## src/rtl/risc_pkg.sv

```systemverilog
// Shared ISA definitions: field positions, opcodes, decoded-op encoding, issue FSM states.
package risc_pkg;

    localparam int unsigned XLEN     = 32;
    localparam int unsigned NREGS    = 32;
    localparam int unsigned REG_AW   = 5;
    localparam int unsigned OPC_W    = 6;
    localparam int unsigned FUNCT_W  = 6;
    localparam int unsigned IMM_W    = 16;
    localparam int unsigned EX_OP_W  = 3;

    localparam int unsigned OPC_HI   = 31;
    localparam int unsigned OPC_LO   = 26;
    localparam int unsigned RS_HI    = 25;
    localparam int unsigned RS_LO    = 21;
    localparam int unsigned RT_HI    = 20;
    localparam int unsigned RT_LO    = 16;
    localparam int unsigned RD_HI    = 15;
    localparam int unsigned RD_LO    = 11;
    localparam int unsigned IMM_HI   = 15;
    localparam int unsigned IMM_LO   = 0;
    localparam int unsigned FUNCT_HI = 5;
    localparam int unsigned FUNCT_LO = 0;

    localparam logic [OPC_W-1:0] OPC_RTYPE = 6'h00;
    localparam logic [OPC_W-1:0] OPC_ADDI  = 6'h08;
    localparam logic [OPC_W-1:0] OPC_LW    = 6'h23;
    localparam logic [OPC_W-1:0] OPC_SW    = 6'h2B;
    localparam logic [OPC_W-1:0] OPC_BEQ   = 6'h04;

    typedef enum logic [EX_OP_W-1:0] {
        OP_RTYPE   = 3'd0,
        OP_ADDI    = 3'd1,
        OP_LW      = 3'd2,
        OP_SW      = 3'd3,
        OP_BEQ     = 3'd4,
        OP_ILLEGAL = 3'd5
    } ex_op_e;

    typedef enum logic [1:0] {
        ST_IDLE   = 2'd0,
        ST_ISSUED = 2'd1,
        ST_STALL  = 2'd2
    } issue_state_e;

    function automatic logic [XLEN-1:0] sext_imm(input logic [IMM_W-1:0] v);
        return {{(XLEN-IMM_W){v[IMM_W-1]}}, v};
    endfunction

endpackage

```

## src/rtl/issue_scoreboard.sv

```systemverilog
// Register busy scoreboard: one bit per architectural register.
module issue_scoreboard
    import risc_pkg::*;
(
    input  logic              clk,
    input  logic              reset,
    input  logic              i_set_en,
    input  logic [REG_AW-1:0] i_set_addr,
    input  logic              i_clr_en,
    input  logic [REG_AW-1:0] i_clr_addr,
    output logic [NREGS-1:0]  o_busy
);

    logic [NREGS-1:0] r_busy;

    // Clear on writeback, set on issue; the later set wins on a same-register collision.
    always_ff @(posedge clk or negedge reset) begin
        if (!reset) begin
            r_busy <= '0;
        end else begin
            if (i_clr_en) r_busy[i_clr_addr] <= 1'b0;
            if (i_set_en) r_busy[i_set_addr] <= 1'b1;
        end
    end

    assign o_busy = r_busy;

endmodule

```

## src/rtl/instr_issue.sv

```systemverilog
// In-order single-slot issue stage: decode, hazard check against the busy scoreboard, hold for execute.
module instr_issue
    import risc_pkg::*;
#(
    parameter bit          R0_HARDWIRED = 1'b1,
    parameter int unsigned STALL_CNT_W  = 16
) (
    input  logic                   clk,
    input  logic                   reset,
    input  logic                   if_valid,
    input  logic [XLEN-1:0]        if_instr,
    output logic                   if_ready,
    output logic                   ex_valid,
    input  logic                   ex_ready,
    output logic [EX_OP_W-1:0]     ex_op,
    output logic [REG_AW-1:0]      ex_rs,
    output logic [REG_AW-1:0]      ex_rt,
    output logic [REG_AW-1:0]      ex_dst,
    output logic                   ex_we,
    output logic [XLEN-1:0]        ex_imm,
    output logic [FUNCT_W-1:0]     ex_funct,
    input  logic                   wb_valid,
    input  logic [REG_AW-1:0]      wb_dst,
    output logic [STALL_CNT_W-1:0] stall_cnt
);

    logic [OPC_W-1:0]   w_opcode;
    logic [REG_AW-1:0]  w_rs, w_rt, w_rd, w_dst;
    ex_op_e             w_op;
    logic               w_use_rs, w_use_rt, w_we;
    logic [NREGS-1:0]   w_busy, w_clr_mask, w_r0_mask, w_busy_eff;
    logic               w_hazard, w_transfer, w_blocked, w_set_en;
    issue_state_e       r_state, w_state_next;
    logic               r_ex_valid, w_ex_valid_next;

    logic [EX_OP_W-1:0]     r_ex_op;
    logic [REG_AW-1:0]      r_ex_rs, r_ex_rt, r_ex_dst;
    logic                   r_ex_we;
    logic [XLEN-1:0]        r_ex_imm;
    logic [FUNCT_W-1:0]     r_ex_funct;
    logic [STALL_CNT_W-1:0] r_stall_cnt;

    assign w_opcode = if_instr[OPC_HI:OPC_LO];
    assign w_rs     = if_instr[RS_HI:RS_LO];
    assign w_rt     = if_instr[RT_HI:RT_LO];
    assign w_rd     = if_instr[RD_HI:RD_LO];

    // Decode opcode into class, source usage and destination.
    always_comb begin
        w_op     = OP_ILLEGAL;
        w_use_rs = 1'b0;
        w_use_rt = 1'b0;
        w_we     = 1'b0;
        w_dst    = '0;
        case (w_opcode)
            OPC_RTYPE: begin w_op = OP_RTYPE; w_use_rs = 1'b1; w_use_rt = 1'b1; w_we = 1'b1; w_dst = w_rd; end
            OPC_ADDI:  begin w_op = OP_ADDI;  w_use_rs = 1'b1; w_we = 1'b1; w_dst = w_rt; end
            OPC_LW:    begin w_op = OP_LW;    w_use_rs = 1'b1; w_we = 1'b1; w_dst = w_rt; end
            OPC_SW:    begin w_op = OP_SW;    w_use_rs = 1'b1; w_use_rt = 1'b1; end
            OPC_BEQ:   begin w_op = OP_BEQ;   w_use_rs = 1'b1; w_use_rt = 1'b1; end
            default:   ;
        endcase
    end

    // A register retiring this cycle is treated as free (writeback bypass); r0 can be excluded.
    assign w_clr_mask = wb_valid ? (NREGS'(1) << wb_dst) : '0;
    assign w_r0_mask  = R0_HARDWIRED ? NREGS'(1) : '0;
    assign w_busy_eff = w_busy & ~w_clr_mask & ~w_r0_mask;

    assign w_hazard   = if_valid && ((w_use_rs && w_busy_eff[w_rs]) ||
                                     (w_use_rt && w_busy_eff[w_rt]) ||
                                     (w_we     && w_busy_eff[w_dst]));
    assign if_ready   = (!r_ex_valid || ex_ready) && !w_hazard;
    assign w_transfer = if_valid && if_ready;
    assign w_blocked  = if_valid && !if_ready;
    assign w_set_en   = w_transfer && w_we && ((w_dst != '0) || !R0_HARDWIRED);

    issue_scoreboard u_sb (
        .clk        (clk),
        .reset      (reset),
        .i_set_en   (w_set_en),
        .i_set_addr (w_dst),
        .i_clr_en   (wb_valid),
        .i_clr_addr (wb_dst),
        .o_busy     (w_busy)
    );

    // Next-state and output-slot occupancy.
    always_comb begin
        w_state_next    = r_state;
        w_ex_valid_next = r_ex_valid;
        if (w_transfer) begin
            w_state_next    = ST_ISSUED;
            w_ex_valid_next = 1'b1;
        end else if (w_blocked) begin
            w_state_next = ST_STALL;
            if (r_ex_valid && ex_ready) w_ex_valid_next = 1'b0;
        end else if (r_ex_valid && ex_ready) begin
            w_state_next    = ST_IDLE;
            w_ex_valid_next = 1'b0;
        end else if (r_state == ST_STALL) begin
            w_state_next = r_ex_valid ? ST_ISSUED : ST_IDLE;
        end
    end

    // State register, issued-instruction slot and saturating stall counter.
    always_ff @(posedge clk or negedge reset) begin
        if (!reset) begin
            r_state     <= ST_IDLE;
            r_ex_valid  <= 1'b0;
            r_ex_op     <= '0;
            r_ex_rs     <= '0;
            r_ex_rt     <= '0;
            r_ex_dst    <= '0;
            r_ex_we     <= 1'b0;
            r_ex_imm    <= '0;
            r_ex_funct  <= '0;
            r_stall_cnt <= '0;
        end else begin
            r_state    <= w_state_next;
            r_ex_valid <= w_ex_valid_next;
            if (w_transfer) begin
                r_ex_op    <= w_op;
                r_ex_rs    <= w_rs;
                r_ex_rt    <= w_rt;
                r_ex_dst   <= w_dst;
                r_ex_we    <= w_we;
                r_ex_imm   <= sext_imm(if_instr[IMM_HI:IMM_LO]);
                r_ex_funct <= if_instr[FUNCT_HI:FUNCT_LO];
            end
            if (w_blocked && (r_stall_cnt != '1)) r_stall_cnt <= r_stall_cnt + STALL_CNT_W'(1);
        end
    end

    assign ex_valid  = r_ex_valid;
    assign ex_op     = r_ex_op;
    assign ex_rs     = r_ex_rs;
    assign ex_rt     = r_ex_rt;
    assign ex_dst    = r_ex_dst;
    assign ex_we     = r_ex_we;
    assign ex_imm    = r_ex_imm;
    assign ex_funct  = r_ex_funct;
    assign stall_cnt = r_stall_cnt;

endmodule

```

## config.mk

```make
export PLATFORM = sky130hd
export DESIGN_NAME = instr_issue
export DESIGN_NICKNAME = d
export VERILOG_FILES = /design/src/rtl/risc_pkg.sv /design/src/rtl/issue_scoreboard.sv /design/src/rtl/instr_issue.sv
export SDC_FILE = /design/constraint.sdc
export NUM_CORES = 1
export LEC_CHECK = 0
export BUFFER_PORTS_ARGS = -buffer_cell sky130_fd_sc_hd__buf_2
export CORE_UTILIZATION = 40
export CTS_CLUSTER_SIZE = 14
export DETAILED_ROUTE_END_ITERATION = 10
export GPL_TIMING_DRIVEN = 0
export PLACE_DENSITY_LB_ADDON = 0.05
export SYNTH_ARGS = -nofsm -noshare
export SYNTH_HDL_FRONTEND = slang
export SYNTH_SLANG_ARGS = --single-unit
```

## constraint.sdc

```tcl
create_clock -name clk -period 3.1 [get_ports clk]
set_input_delay 0.155 -clock clk [delete_from_list [all_inputs] [get_ports clk]]
set_output_delay 0.155 -clock clk [all_outputs]
set_load 0.03 [all_outputs]
```

==> results of run 1 <==
==> cell usage after synthesis (all sizes together) (4+ instances only) <==
library cell  count  area (sq um)
nand4b            5          43.8
a22o              6          52.6
nor4              8          56.3
and3             10          62.6
a22oi             4          30.0
inv              11          41.3
o31ai            32           240
xor2             15           131
nor3             10          55.1
mux2             36           405
dfrtp            83          2080
a21oi            23           119
o21ai            32           160
nand4             7          43.8
nor3b             6          45.0
mux2i            19           190
nor2             19          73.8
clkbuf           13          48.8
nand2b            7          43.8
nand3            14          75.1
o21a              5          37.5
buf              37           260
a2111oi           7           118
nand2            36           135
==> final timing paths <==
check                             endpoint  slack [ns]  cells after the start
max                              ex_imm[8]        0.06                     12
min                              ex_imm[9]        0.03                      2
max reg2reg                u_sb.o_busy[23]        0.23                     11
min reg2reg                  stall_cnt[14]        0.48                      1
max in group asynchronous         ex_valid        2.15                      3
min in group asynchronous         ex_op[1]        0.32                      2
==> what timing repair did <==
item                       CTS  global route
hold endpoints to repair    39             0
hold buffers                 1             0
cloned                       0             5
setup buffers                7             5
setup endpoints to repair   78            72
pin swaps                    8            24
gates resized for setup     29            89
==> flip-flops by register name (all words and copies together) (netlist names) <==
signal       cells
ex_dst           5
ex_imm          16
ex_op            3
ex_rs            5
ex_rt            5
ex_valid         1
ex_we            1
stall_cnt       16
u_sb.o_busy     31
==> area by class of cell <==
class,count,area (sq um)
buffer,48,360
timing repair buffer,133,876
inverter,12,45.0
tap,168,210
multi-input combinational,364,2980
sequential,83,2080
clock buffer,11,233
clock inverter,5,53.8
fill,1112,5430
==> cells by family after synthesis <==
family | after synthesis | synth area share
AO/OA/AOI/OAI | 149 | 0.219
AND/OR/NAND/NOR | 142 | 0.156
flip-flops | 83 | 0.405
buffers and inverters | 62 | 0.0691
multiplexers | 56 | 0.121
XOR/XNOR | 16 | 0.0273
adder cells (fa/ha/maj) | 1 | 0.00244
==> worst register-to-register path: cells and delay by family, from the launching register on <==
| family | cells | cell delay [ns] |
|---|---|---|
| simple gates | 2 | 0.53 |
| flops | 1 | 0.37 |
| compound gates | 5 | 1.18 |
| buf+inv | 3 | 0.53 |
| mux | 1 | 0.17 |
==> through the flow <==
| step | hold slack [ns] | total power, mW |
|---|---|---|
| global route | 0.0288 | 3.63 |
| detailed placement | 0.184 | 2.29 |
| global placement | 0.387 | 2.26 |
| CTS | 0.0252 | 3.39 |
| floorplan | -0.141 | 1.96 |
| finish | 0.0337 | 3.49 |
==> power groups by stage <==
| stage | clock network [mW] | logic, mW | registers, mW |
|---|---|---|---|
| global route | 1.15 | 1.18 | 1.31 |
| finish | 1.08 | 1.11 | 1.29 |
| detailed placement | 0 | 0.991 | 1.30 |
| floorplan | 0 | 0.479 | 1.49 |
| global placement | 0 | 0.971 | 1.29 |
| CTS | 1.10 | 1.01 | 1.29 |
==> layer usage <==
layer / track usage / share of wire
met3: 0.0543 / 0.059
met4: 0.124 / 0.024
met1: 0.318 / 0.43
met2: 0.403 / 0.49
met5: 0 / 0
==> results by group, run 1 <==
Power and ir drop
  • Sw power: 1.22 mW
  • Internal power: about 2.3 mW
  • P_leak: around 3.2 nW
  • Logic pwr share: 0.320
  • Seq pwr share: 0.370
  • Clock power frac: 0.310
  • Sw Share: 0.350
  • Maximum vdd ir drop: 0.000391 V
  • Pwr dens: 510 mW/mm^2

Setup path
  • Crit. Startpoint: if_instr[27]
  • CP Capture Type: flip-flop
  • CP Class: input pin to flip-flop
  • WP data required: 3.33 ns
  • WP buf/inv: 3
  • Slowest cell on crit path: or4b_4
  • CP cell instances: buf_12 > or4b_4 > a221oi_4 > nor2_4 > a222oi_1 > a21oi_1 > or3_4 > o311a_4 > buf_6 > nand3_4 > clkbuf_16 > mux2_4
  • Delay-heaviest family, CP: simple AND/OR/NAND/NOR gates
  • WP data arrival: 3.27 ns
  • Worst r2r src: u_sb.o_busy[24]
  • Max incr delay on CP: around 0.58 ns
  • Worst-path maximum fanout: 8
  • CP Launch Type: input pin

Timing
  • Max_slew headroom: 0.537
  • Slew @ Worst Pin: about 0.69 ns
  • Fin crit period: just over 3 ns
  • Unrepaired setup endpoints after global routing: true
  • Worst setup margin: 0.0639 ns
  • Fin. Hold Viols: 0
  • Setup violations, final: 0
  • Final critical-path share of the clock period: 0.979
  • Max Clk Rate: ~0.33 GHz
  • Clk_skew: 0.00887 ns
  • Total negative slack: 0 ns
  • Count of pins over their slew limit: 0

Placement
  • DP Area: 0.00594 sq mm
  • Dpl hpwl: between 10,000 and 15,000 um
  • Final Wtd Congestion: between 0.9 and 1
  • Pre-CTS setup slack: -0.671 ns
  • Port buffer count: 114
  • Placed cell count: 792

CTS
  • H-tree level count: 3
  • CTS tree: yes
  • Worst-Skew Late Latency: 0.35 ns
  • Root Buffer: clkbuf_16
  • CTS sink count: 83
  • Worst-case clock buffer depth: 2
  • Cts bufs inserted: 9
  • Reg clk slew, reported paths: about 0.070 ns

Synth
  • Sequential area share after synthesis: 0.405
  • Synth cell types: between 70 and 80
  • Synthesized area: a little over 0.005 sq mm
  • Post-synth EDFFs: 0
  • Top FF cell, synth: dfrtp_1
  • Async S/R FF share, synth: 1.00
  • Synthesis Warnings: 0
  • Syn nets: between 500 and 600
  • Syn avg cell area: between 10 and 15 sq um
  • #FFs+latches synth: between 80 and 90
  • Synth Instances: about 510

Drt
  • Drt first-iter violations: roughly 330
  • Total number of vias: 4,784
  • Detailed-route DRC error count: 0
  • Wire length per cell: approximately 20 um
  • Vias per inst: approximately 5.8
  • ANT nets after route: 0
  • Post-Route WL: ~17,000 um
  • First-pass DRT Iterations: 6

Finish
  • Area Growth Syn to Fin: 33.3%
  • Diode count: 0
  • Final core occ: 0.557
  • Finished Layout Cells: 824
  • Share of layout cells above drive strength 1: 0.392
  • Commonest non-fill, non-tap cells in the layout: 110 x buf_2, 83 x dfrtp_1, 35 x nand2_1
  • NumNets Final: 694
  • Design Area, Final: slightly below 0.007 sq mm
  • Commonest non-fill, non-tap cell in the layout: buf_2

Floorplanning
  • Core Area: 0.0123 sq mm
  • Die X: around 120 um
  • Die Ht: 115 um
  • Die area: roughly 0.013 sq mm
  • Initial Util: 0.418
  • Rows: 40
  • Top Ports: between 100 and 150

Outcome
  • Status: complete, no violations

Global routing
  • Vias in the first global route: around 4,400
  • First-pass GRT wire length: 24,500 um
  • GRT Total Usage: 0.250
  • Initial antenna violation count: 0
  • Largest net degree at the start of global routing: 45
  • Remaining global-route overflow: 0

Worst hold path
  • HP Class: input pin to flip-flop
  • HP Start: if_instr[9]

Run
  • Max Cap Viol: 0
(Power assumes the default switching activity.)
==> run 2: changes to the inputs <==
==> constraint.sdc (replaced) <==
create_clock -name clk -period 2.6 [get_ports clk]
set_input_delay 0.13 -clock clk [delete_from_list [all_inputs] [get_ports clk]]
set_output_delay 0.13 -clock clk [all_outputs]
set_load 0.1 [all_outputs]
==> results by group, run 2 (synthesis gave the netlist of run 1 again) <==
Outcome
  • Status: complete, but fails checks
  • Failing checks: setup timing

Run
  • Max Cap Viol: 0 (unchanged)

Timing
  • Clk_skew: 0.00612 ns (-0.00275 ns)
  • Max_slew headroom: 0.308 (-0.229)
  • Count of pins over their slew limit: 0 (unchanged)
  • Worst setup margin: -0.413 ns (-0.477 ns)
  • Slew @ Worst Pin: 1.04 ns (+0.344 ns)
  • Fin crit period: about 3 ns
  • Unrepaired setup endpoints after global routing: true
  • Fin. Hold Viols: 0 (unchanged)
  • Final critical-path share of the clock period: 1.16
  • Total negative slack: -27.71 ns (-27.71 ns)
  • Max Clk Rate: around 0.33 GHz
  • Setup violations, final: 84 (+84)

Finish
  • Max FFs per register: 31 (unchanged)
  • Design Area, Final: 0.00744 sq mm (+8.8%)
  • Share of layout cells above drive strength 1: 0.478 (+0.0863)
  • Area Growth Syn to Fin: 45.1%
  • Commonest non-fill, non-tap cells in the layout: 108 x buf_2, 82 x dfrtp_1, 60 x buf_4
  • NumNets Final: 722 (+4.0%)
  • Diode count: 0 (unchanged)
  • Commonest non-fill, non-tap cell in the layout: buf_2

Global routing
  • GRT Total Usage: 0.257 (+0.00690)
  • Largest net degree at the start of global routing: 48 (+6.7%)
  • Initial antenna violation count: 0 (unchanged)
  • First-pass GRT wire length: 25,400 um (+3.8%)
  • Vias in the first global route: 4,574 (+3.1%)
  • Remaining global-route overflow: 0 (unchanged)

Setup path
  • CP Launch Type: input pin
  • Crit. Startpoint: if_instr[27]
  • WP data required: 2.82 ns (-0.51 ns)
  • CP Class: input pin to flip-flop
  • Worst-path maximum fanout: 10 (+2)
  • WP data arrival: 3.24 ns (-0.03 ns)
  • Worst r2r src: u_sb.o_busy[23]
  • CP Capture Type: flip-flop

Placement
  • Port buffer count: 114 (unchanged)
  • Final Wtd Congestion: 0.921 (-1.7%)
  • Pre-CTS setup slack: -1.54 ns (-0.871 ns)
  • DP Area: 0.00599 sq mm (+0.84%)
  • Dpl hpwl: 11,600 um (-2.2%)

Worst hold path
  • HP Start: if_instr[10]
  • HP Class: input pin to flip-flop

CTS
  • H-tree level count: 3 (unchanged)
  • Cts bufs inserted: 9 (unchanged)
  • Root Buffer: clkbuf_16
  • CTS tree: yes
  • Worst-Skew Late Latency: 0.34 ns (about the same)
  • Worst-case clock buffer depth: 2 (unchanged)
  • Reg clk slew, reported paths: 0.06 ns (about the same)
  • CTS sink count: 83 (unchanged)

Drt
  • Detailed-route DRC error count: 0 (unchanged)
  • Wire length per cell: 20.1 um (about the same)
  • Drt first-iter violations: 320 (-1.5%)
  • First-pass DRT Iterations: 6 (unchanged)
  • Post-Route WL: 17,100 um (+3.3%)
  • ANT nets after route: 0 (unchanged)
  • Total number of vias: 4,975 (+4.0%)
  • Vias per inst: 5.84 (+0.57%)

Floorplanning
  • Die area: 0.0133 sq mm (unchanged)
  • Rows: 40 (unchanged)
  • Top Ports: 117 (unchanged)
  • Initial Util: 0.418 (unchanged)
  • Die X: 115 um (unchanged)
  • Die Ht: 115 um (unchanged)
  • Core Area: 0.0123 sq mm (unchanged)

Power and ir drop
  • P_leak: 3.36 nW (+5.8%)
  • Maximum vdd ir drop: 0.000895 V (+130%)
  • Pwr dens: 693 mW/mm^2 (+36%)
run 2: cell types whose count changed in the layout (fill, tap and decap cells not counted), sizes merged:
cell / before / now
clkinv: 5 / 2
bufinv: 1 / 0
clkinvlp: 0 / 1
inv: 11 / 12
buf: 163 / 193
run 2: worst paths after layout:
kind,slack [ns],to,cells past startpoint
worst max-delay path,-0.41,ex_imm[5],13
worst min-delay path,0.02,ex_imm[10],2
worst max register to register,-0.35,u_sb.o_busy[4],12
worst min register to register,0.49,stall_cnt[8],1
max in group asynchronous,1.69,ex_valid,3
min in group asynchronous,0.30,u_sb.o_busy[12],2
run 2: worst max-delay path: stages:
cell and delay [ns]:
buf_12 0.11, or4b_4 0.57, a221oi_4 0.32, nor2_4 0.08, buf_6 0.13, a222oi_1 0.34
a21boi_2 0.23, o221ai_2 0.11, o311a_4 0.39, buf_8 0.13, nand3_4 0.19, buf_12 0.18
mux2_2 0.34
run 2: stage by stage:
step	util	total power [mW]	hold WS (ns)	std cells
final	0.606	5.15	0.0181	852
after detailed placement	0.488	3.70	0.131	792
after floorplan	-	3.32	-0.166	509
after global routing	0.606	5.33	0.0140	852
after CTS	0.556	5.04	0.00610	828
after global placement	0.486	3.68	0.362	791
run 2: routing by layer:
layer,track usage,vias up,share of wire
met3,0.0564,44,0.068
li1,-,2262,-
met4,0.123,0,0.035
met1,0.356,2463,0.44
met5,0,-,0
met2,0.380,206,0.45
run 2: layout make-up:
class / instances / area (sq um)
Tap cell: 168 / 210
Fill cell: 1053 / 4830
Sequential cell: 83 / 2080
Inverter: 12 / 45.0
Buffer: 48 / 382
Multi-Input combinational cell: 364 / 3330
Clock inverter: 3 / 21.3
Clock buffer: 13 / 270
Timing Repair Buffer: 161 / 1100
run 2: timing repair:
item | CTS | global route
pin swaps | 39 | 31
hold endpoints to repair | 36 | 0
setup endpoints to repair | 84 | 84
hold buffers | 1 | 0
buffers inserted | 18 | 24
gates resized for setup | 104 | 82
gates cloned | 1 | 3
run 2: power breakdown:
group	switching (mW)	internal [mW]	total (mW)	leakage, nW
clock	0.529	0.728	1.26	0.142
combinational	1.79	0.563	2.36	2.15
sequential	0.110	1.43	1.54	1.07
total	2.43	2.72	5.15	3.36
==> run 3: changes to the inputs <==
--- a/config.mk
+++ b/config.mk
@@ -6,6 +6,7 @@
 export NUM_CORES = 1
 export LEC_CHECK = 0
 export BUFFER_PORTS_ARGS = -buffer_cell sky130_fd_sc_hd__buf_2
+export CORE_MARGIN = 8
 export CORE_UTILIZATION = 40
 export CTS_CLUSTER_SIZE = 14
 export DETAILED_ROUTE_END_ITERATION = 10
==> results by group, run 3 (synthesis gave the netlist of run 1 again) <==
Timing
  • Count of pins over their slew limit: 0 (unchanged)
  • Clk_skew: 0.0117 ns (+0.00554 ns)
  • Setup violations, final: 84 (unchanged)
  • Unrepaired setup endpoints after global routing: true
  • Slew @ Worst Pin: 0.994 ns (-0.0444 ns)
  • Worst Hold Slack: 0.0132 ns (-0.00495 ns)
  • Max_slew headroom: 0.338 (+0.0296)
  • Final critical-path share of the clock period: 1.14 (-0.0151)
  • Worst setup margin: -0.373 ns (+0.0393 ns)
  • Max Clk Rate: 0.336 GHz (+1.3%)
  • Fin. Hold Viols: 0 (unchanged)
  • Fin crit period: 2.97 ns (-0.0393 ns)

CTS
  • Worst-case clock buffer depth: 2 (unchanged)
  • CTS tree: yes
  • Worst-Skew Late Latency: 0.35 ns (about the same)
  • Cts bufs inserted: 9 (unchanged)
  • Reg clk slew, reported paths: 0.07 ns (about the same)
  • Root Buffer: clkbuf_16
  • CTS sink count: 83 (unchanged)
  • H-tree level count: 3 (unchanged)

Setup path
  • Slowest cell on crit path: nor4_1
  • CP Capture Type: output port
  • CP cell instances: o21ai_4 > mux2_2 > mux4_2 > nor4_1 > nor4_4 > o311a_4 > buf_6 > o21a_4 > buf_12
  • WP data required: 2.47 ns (-0.35 ns)
  • CP Class: flip-flop to output port
  • Worst-path maximum fanout: 2 (-8)
  • WP data arrival: 2.84 ns (-0.40 ns)
  • Max incr delay on CP: 0.51 ns (-0.06 ns)
  • CP Launch Type: flip-flop

Finish
  • Finished Layout Cells: 866 (+1.6%)
  • NumNets Final: 732 (+1.4%)
  • Design Area, Final: 0.00785 sq mm (+5.6%)
  • Diode count: 0 (unchanged)
  • Share of layout cells above drive strength 1: 0.527 (+0.0493)
  • Commonest non-fill, non-tap cells in the layout: 110 x buf_2, 82 x dfrtp_1, 61 x buf_4
  • Commonest non-fill, non-tap cell in the layout: buf_2
  • Max FFs per register: 31 (unchanged)
  • Area Growth Syn to Fin: 53.2%

Outcome
  • Status: complete, but fails checks
  • Failing checks: setup timing

Drt
  • ANT nets after route: 0 (unchanged)
  • First-pass DRT Iterations: 5 (-1)
  • Drt first-iter violations: 353 (+10%)
  • Vias per inst: 5.82 (-0.25%)
  • Post-Route WL: 18,300 um (+6.8%)
  • Detailed-route DRC error count: 0 (unchanged)
  • Wire length per cell: 21.1 um (+5.1%)
  • Total number of vias: 5,044 (+1.4%)

Global routing
  • Largest net degree at the start of global routing: 51 (+6.3%)
  • Initial antenna violation count: 0 (unchanged)
  • First-pass GRT wire length: 28,500 um (+12%)
  • Remaining global-route overflow: 0 (unchanged)
  • GRT Total Usage: 0.220 (-0.0369)
  • Vias in the first global route: 5,137 (+12%)

Floorplanning
  • Die area: 0.0167 sq mm (+26%)
  • Die Ht: 129 um (+12%)
  • Core Area: 0.0126 sq mm (+2.5%)
  • Top Ports: 117 (unchanged)
  • Rows: 41 (+2.5%)
  • Die X: 129 um (+12%)
  • Initial Util: 0.408 (-0.0102)

Power and ir drop
  • P_leak: 3.52 nW (+4.7%)
  • Pwr dens: 685 mW/mm^2 (-1.2%)
  • Maximum vdd ir drop: 0.000814 V (-9.1%)

Placement
  • Final Wtd Congestion: 0.876 (-4.9%)
  • DP Area: 0.00599 sq mm (about the same)
  • Dpl hpwl: 12,500 um (+7.4%)
  • Port buffer count: 114 (unchanged)
  • Placed cell count: 796 (+0.51%)

Worst hold path
  • HP Class: input pin to flip-flop

Run
  • Max Cap Viol: 0 (unchanged)
-- run 3: cell count changes in the layout (fill, tap and decap cells not counted), sizes merged --
| cell | before | now |
|---|---|---|
| clkinvlp | 1 | 0 |
| bufinv | 0 | 2 |
| a21oi | 23 | 24 |
| buf | 193 | 205 |
| inv | 12 | 11 |
| clkbuf | 28 | 26 |
| clkinv | 2 | 1 |
-- run 3: area by class of cell --
cell class,instances,area [sq um]
buffer,47,380
clock buffer,14,244
fill,1046,4710
sequential,83,2080
inverter,12,45.0
clock inverter,2,60.1
tap,172,215
timing repair buffer,171,1250
multi-input combinational,365,3580
-- run 3: per-stage QoR --
| step | setup TNS (ns) | worst slack (ns) | power (mW) | util |
|---|---|---|---|---|
| 5_1_grt | -33.59 | -0.464 | 5.55 | 0.625 |
| 4_1_cts | -27.64 | -0.398 | 5.33 | 0.587 |
| 3_3_place_gp | -97.21 | -1.39 | 3.69 | 0.474 |
| 6_report | -25.05 | -0.373 | 5.38 | 0.625 |
| 2_1_floorplan | -20.80 | -0.327 | 3.32 | - |
| 3_5_place_dp | -94.07 | -1.33 | 3.72 | 0.477 |
-- run 3: repair_timing --
| item | 4_1_cts | 5_1_grt |
|---|---|---|
| gates cloned | 8 | 0 |
| pin swaps | 45 | 37 |
| setup buffers | 32 | 21 |
| endpoints found under the hold margin | 33 | 0 |
| setup endpoints to repair | 84 | 84 |
| hold buffers | 1 | 0 |
| resized for setup | 162 | 81 |
-- run 3: critical path: cells and delay by family (launching register included) --
family	cells	cell delay (ns)
simple gates	2	0.63
buf+inv	2	0.29
compound gates	3	0.45
flops	1	0.38
mux	2	0.73
-- run 3: final timing paths --
kind | from | endpoint | slack [ns] | depth (start not counted)
worst min register to register | stall_cnt[8] | stall_cnt[8] | 0.49 | 1
max in group asynchronous | reset | stall_cnt[9] | 1.71 | 3
worst min-delay path | if_instr[0] | ex_imm[0] | 0.01 | 2
worst max-delay path | u_sb.o_busy[8] | if_ready | -0.37 | 9
worst max register to register | u_sb.o_busy[8] | u_sb.o_busy[11] | -0.37 | 13
min in group asynchronous | reset | ex_rs[3] | 0.27 | 2
-- run 3: per-layer routing --
layer	GRT usage	up-vias	part of all wire
met5	0	-	0
met4	0.0663	0	0.018
met3	0.0542	20	0.066
met2	0.349	197	0.48
met1	0.289	2536	0.44
li1	-	2291	-
-- run 3: power by group --
group / leakage [nW] / total, mW / internal (mW) / switching, mW
Clock: 0.145 / 1.36 / 0.844 / 0.520
Combinational: 2.30 / 2.47 / 0.630 / 1.84
Sequential: 1.07 / 1.54 / 1.43 / 0.112
Total: 3.52 / 5.38 / 2.91 / 2.47
